===== src/rtl/demux_4f_to_f.sv =====
// Serial-to-parallel demux: one byte per clk_4f cycle in, four lanes updated together once per frame.
// Slot order on the lanes is fixed (0->0, 1->2, 2->1, 3->3); sync realigns the frame to slot 0.
module demux_4f_to_f #(
    parameter int DATA_W = 8
) (
    input  logic              clk_4f,
    input  logic              reset_L,
    input  logic [DATA_W-1:0] data_000,
    input  logic              valid_000,
    input  logic              sync,
    output logic [DATA_W-1:0] data_0,
    output logic [DATA_W-1:0] data_1,
    output logic [DATA_W-1:0] data_2,
    output logic [DATA_W-1:0] data_3,
    output logic              valid_0,
    output logic              valid_1,
    output logic              valid_2,
    output logic              valid_3,
    output logic              frame_stb,
    output logic              sync_err
);

    localparam logic [1:0] SLOT0 = 2'd0;
    localparam logic [1:0] SLOT1 = 2'd1;
    localparam logic [1:0] SLOT2 = 2'd2;
    localparam logic [1:0] SLOT3 = 2'd3;

    logic [1:0]        slot;
    logic [DATA_W-1:0] in_data;
    logic              realign;

    // Staging for lanes 0, 1 and 2; lane 3 loads straight from the input.
    logic [DATA_W-1:0] stg_data_0, stg_data_1, stg_data_2;
    logic              stg_valid_0, stg_valid_1, stg_valid_2;

    // An unqualified byte is carried as zero so a lane never shows stale data with valid low.
    assign in_data = valid_000 ? data_000 : '0;
    assign realign = sync && (slot != SLOT0);

    always_ff @(posedge clk_4f or negedge reset_L) begin
        if (!reset_L) begin
            slot        <= SLOT0;
            stg_data_0  <= '0;
            stg_data_1  <= '0;
            stg_data_2  <= '0;
            stg_valid_0 <= 1'b0;
            stg_valid_1 <= 1'b0;
            stg_valid_2 <= 1'b0;
            data_0      <= '0;
            data_1      <= '0;
            data_2      <= '0;
            data_3      <= '0;
            valid_0     <= 1'b0;
            valid_1     <= 1'b0;
            valid_2     <= 1'b0;
            valid_3     <= 1'b0;
            frame_stb   <= 1'b0;
            sync_err    <= 1'b0;
        end else begin
            frame_stb <= 1'b0;
            sync_err  <= 1'b0;
            if (realign) begin
                // Drop the partial frame; this byte restarts the frame as slot 0.
                slot        <= SLOT1;
                stg_data_0  <= in_data;
                stg_valid_0 <= valid_000;
                stg_data_1  <= '0;
                stg_valid_1 <= 1'b0;
                stg_data_2  <= '0;
                stg_valid_2 <= 1'b0;
                sync_err    <= 1'b1;
            end else begin
                slot <= slot + 2'd1;
                case (slot)
                    SLOT0: begin
                        stg_data_0  <= in_data;
                        stg_valid_0 <= valid_000;
                    end
                    SLOT1: begin
                        stg_data_2  <= in_data;
                        stg_valid_2 <= valid_000;
                    end
                    SLOT2: begin
                        stg_data_1  <= in_data;
                        stg_valid_1 <= valid_000;
                    end
                    SLOT3: begin
                        data_0    <= stg_data_0;
                        data_1    <= stg_data_1;
                        data_2    <= stg_data_2;
                        data_3    <= in_data;
                        valid_0   <= stg_valid_0;
                        valid_1   <= stg_valid_1;
                        valid_2   <= stg_valid_2;
                        valid_3   <= valid_000;
                        frame_stb <= 1'b1;
                    end
                endcase
            end
        end
    end

endmodule


===== config.mk =====
export PLATFORM = sky130hd
export DESIGN_NAME = demux_4f_to_f
export DESIGN_NICKNAME = d
export VERILOG_FILES = /design/src/rtl/demux_4f_to_f.sv
export SDC_FILE = /design/constraint.sdc
export NUM_CORES = 1
export LEC_CHECK = 0
export ABC_CLOCK_PERIOD_IN_PS = 2040
export CORE_MARGIN = 5
export CORE_UTILIZATION = 39
export CTS_CLUSTER_SIZE = 20
export DETAILED_ROUTE_END_ITERATION = 6
export GPL_TIMING_DRIVEN = 0
export PLACE_DENSITY_LB_ADDON = 0.05
export SYNTH_ARGS = -nofsm -noshare
export SYNTH_HDL_FRONTEND = slang
export SYNTH_SLANG_ARGS = --single-unit

===== constraint.sdc =====
create_clock -name clk_4f -period 2.04 [get_ports clk_4f]
set_input_delay 0.51 -clock clk_4f [delete_from_list [all_inputs] [get_ports clk_4f]]
set_output_delay 0.51 -clock clk_4f [all_outputs]
set_load 0.03 [all_outputs]

==> impl_metrics.json <==
{
  "dr_total_vias": 1639,
  "critPathMaxFanout": 2,
  "clock.fmax_mhz": 528,
  "n_antenna_cell": 0,
  "critPathKind": "flop to primary output",
  "fp.dieW_um": 93.3,
  "routed_wl_um": 5280,
  "antenna_found_initial": 0,
  "endpoint_kind": "primary output",
  "clock_latency_ps": 330,
  "placementRows": 30,
  "setup_violations": 0,
  "nNetsFinal": 276,
  "floorplan.initialDensity": 0.399,
  "clock_sinks": 67,
  "numPortBuffers": 48,
  "coreArea_sq_mm": 0.00679,
  "pwr_density_cell_mw_per_mm2": 1610,
  "reg2regPathDepth": 4,
  "fp.dieArea_sq_mm": 0.00871,
  "path_buf_inv": 1,
  "clock_path_buffers": 2,
  "critPathLaunchType": "flop",
  "grt_overflow": 0,
  "fin_util": 0.513,
  "stdcell_count": 362,
  "cts_buffers": 9,
  "worst_pin_slew_ps": 829,
  "syn_area_sq_mm": 0.00271,
  "drv_slew": 0,
  "groute.usage.overall": 0.136,
  "pre_cts_slack_ps": -22.0,
  "top_layer_used": "met4",
  "finalCriticalPeriod_ps": 1890,
  "vias_per_cell": 4.53,
  "slowest_stage": "clkdlybuf4s50_1",
  "ys_seq_elements": 67,
  "p_leak_nw": 1.70,
  "synthCells": 203,
  "layout_commonest_cell": "dfrtp_1",
  "drcViolationCount": 0,
  "cpPeakStageDelay_ps": 680,
  "drtAntennaViolNets": 0,
  "hold_violations": 0,
  "die_h_um": 93.3,
  "num_io_pins": 50,
  "fin_ws_ps": 145,
  "post-route-period-util": 0.929,
  "most-common-layout-cells": "67 x dfrtp_1, 47 x clkdlybuf4s50_1, 36 x nand2_1",
  "setup-tns-final_ps": 0,
  "ir_drop_mv": 0.712,
  "wl_met2_um": 2350,
  "worstPathRequired_ps": 1530,
  "cts_tree": "built",
  "cts_root_buf": "clkbuf_8",
  "grt_pass1_wl_um": 9030,
  "first_pass_iters": 4,
  "cp_top_family": "buffers and inverters",
  "yosysUniqueCellTypes": 19,
  "fill_cells": 641,
  "cp_cell_sequence": "clkdlybuf4s50_1",
  "met1Wirelength_um": 2550,
  "drv_cap": 0,
  "final.setup_skew_ps": 8.44,
  "min_path_type": "input pin to asynchronous set/reset pin",
  "cp.arrival_ps": 1380,
  "clk_pin_slew_ps": 70,
  "slew_headroom": 0.447,
  "cp_num_cells": 1,
  "placed_cells": 347,
  "grt_max_degree": 68,
  "drtIter0Drc": 34,
  "outcome": "finished, final reports clean",
  "routabilityCongestion": 0.710,
  "drive_above_1_share": 0.218,
  "area_growth_pct": 28.8,
  "synth-seq-area-share": 0.619,
  "cts_resized": 0,
  "met3WireLength_um": 280,
  "post-cts-setup-buffers": 0,
  "synth_nets": 217,
  "synth_warnings": 0,
  "wl_per_cell_um": 14.6,
  "grt_pass1_vias": 1765,
  "rsz0062_at_grt": "false",
  "synth_area_per_cell_sq_um": 13.3,
  "cts_hold_buf": 0,
  "htreeDepth": 3,
  "hpwlAfterDp_um": 3700
}
==> synth_stat cells <==
cell      number  area, sq um
nand3_1        8         40.0
mux2i_1        8         80.1
buf_12         2         40.0
buf_4          1         7.51
buf_6          2         22.5
mux2_2         8         90.1
nand2_8        1         20.0
dfrtp_1       67         1680
mux2i_2        2         27.5
nand2_1       36          135
o21ai_0       26          130
inv_1         12         45.0
and2_1         1         6.26
mux2_4        21          315
nor2_1         1         3.75
nand2b_4       1         13.8
buf_2          3         15.0
buf_8          1         15.0
ha_1           2         25.0
==> layout make-up <==
class | count | area (sq um) | area share
Tap cell | 96 | 120 | 0.0344
Clock buffer | 9 | 124 | 0.0355
Sequential cell | 67 | 1680 | 0.481
Timing Repair Buffer | 48 | 478 | 0.137
Clock inverter | 6 | 57.6 | 0.0165
Inverter | 12 | 45.0 | 0.0129
Buffer | 9 | 100 | 0.0287
Multi-Input combinational cell | 115 | 887 | 0.254
==> power by group <==
part,internal (mW),switching [mW],total [mW]
combinational,1.18,1.28,2.46
sequential,1.82,0.289,2.11
clock,0.549,0.485,1.03
total,3.55,2.05,5.61
==> worst paths after layout <==
kind	from	end	slack, ps
max	valid_0	valid_0	150
min	reset_L	data_1[2]	270
max reg2reg	slot[0]	stg_valid_0	350
min reg2reg	stg_data_1[5]	stg_data_1[5]	480
max in group asynchronous	reset_L	stg_data_0[0]	1220
min in group clk_4f	stg_data_1[5]	stg_data_1[5]	480
==> layer usage <==
| layer | up-vias | track usage |
|---|---|---|
| met1 | 797 | 0.188 |
| met2 | 39 | 0.194 |
| li1 | 792 | - |
| met4 | 0 | 0.0769 |
| met5 | - | 0 |
| met3 | 11 | 0.0346 |
==> flip-flops by register name (all words and copies together), names as in the netlist <==
register and flops:
data_0 8, stg_data_0 8, data_3 8, valid_2 1, stg_data_1 8, valid_3 1, slot 2, stg_valid_2 1
stg_valid_0 1, stg_data_2 8, valid_1 1, valid_0 1, frame_stb 1, data_1 8, stg_valid_1 1, data_2 8
sync_err 1
==> logic make-up (layout without fill, tap and decap cells) <==
logic type      after synthesis  after routing  share of synthesized area
buf+inv                      21             84                     0.0536
mux                          39             39                      0.189
simple gates                 48             48                     0.0808
compound gates               26             26                     0.0480
fa+ha+maj                     2              2                    0.00924
flops                        67             67                      0.619
==> stage by stage <==
step / area [sq um] / power, mW / hold slack, ps
floorplan: 2710 / 3.71 / 214
global placement: 3310 / 4.61 / 465
detailed placement: 3310 / 4.64 / 473
CTS: 3490 / 5.69 / 305
global route: 3490 / 5.93 / 343
finish: 3490 / 5.61 / 272
Note: power is estimated with default switching activity, not from simulation.
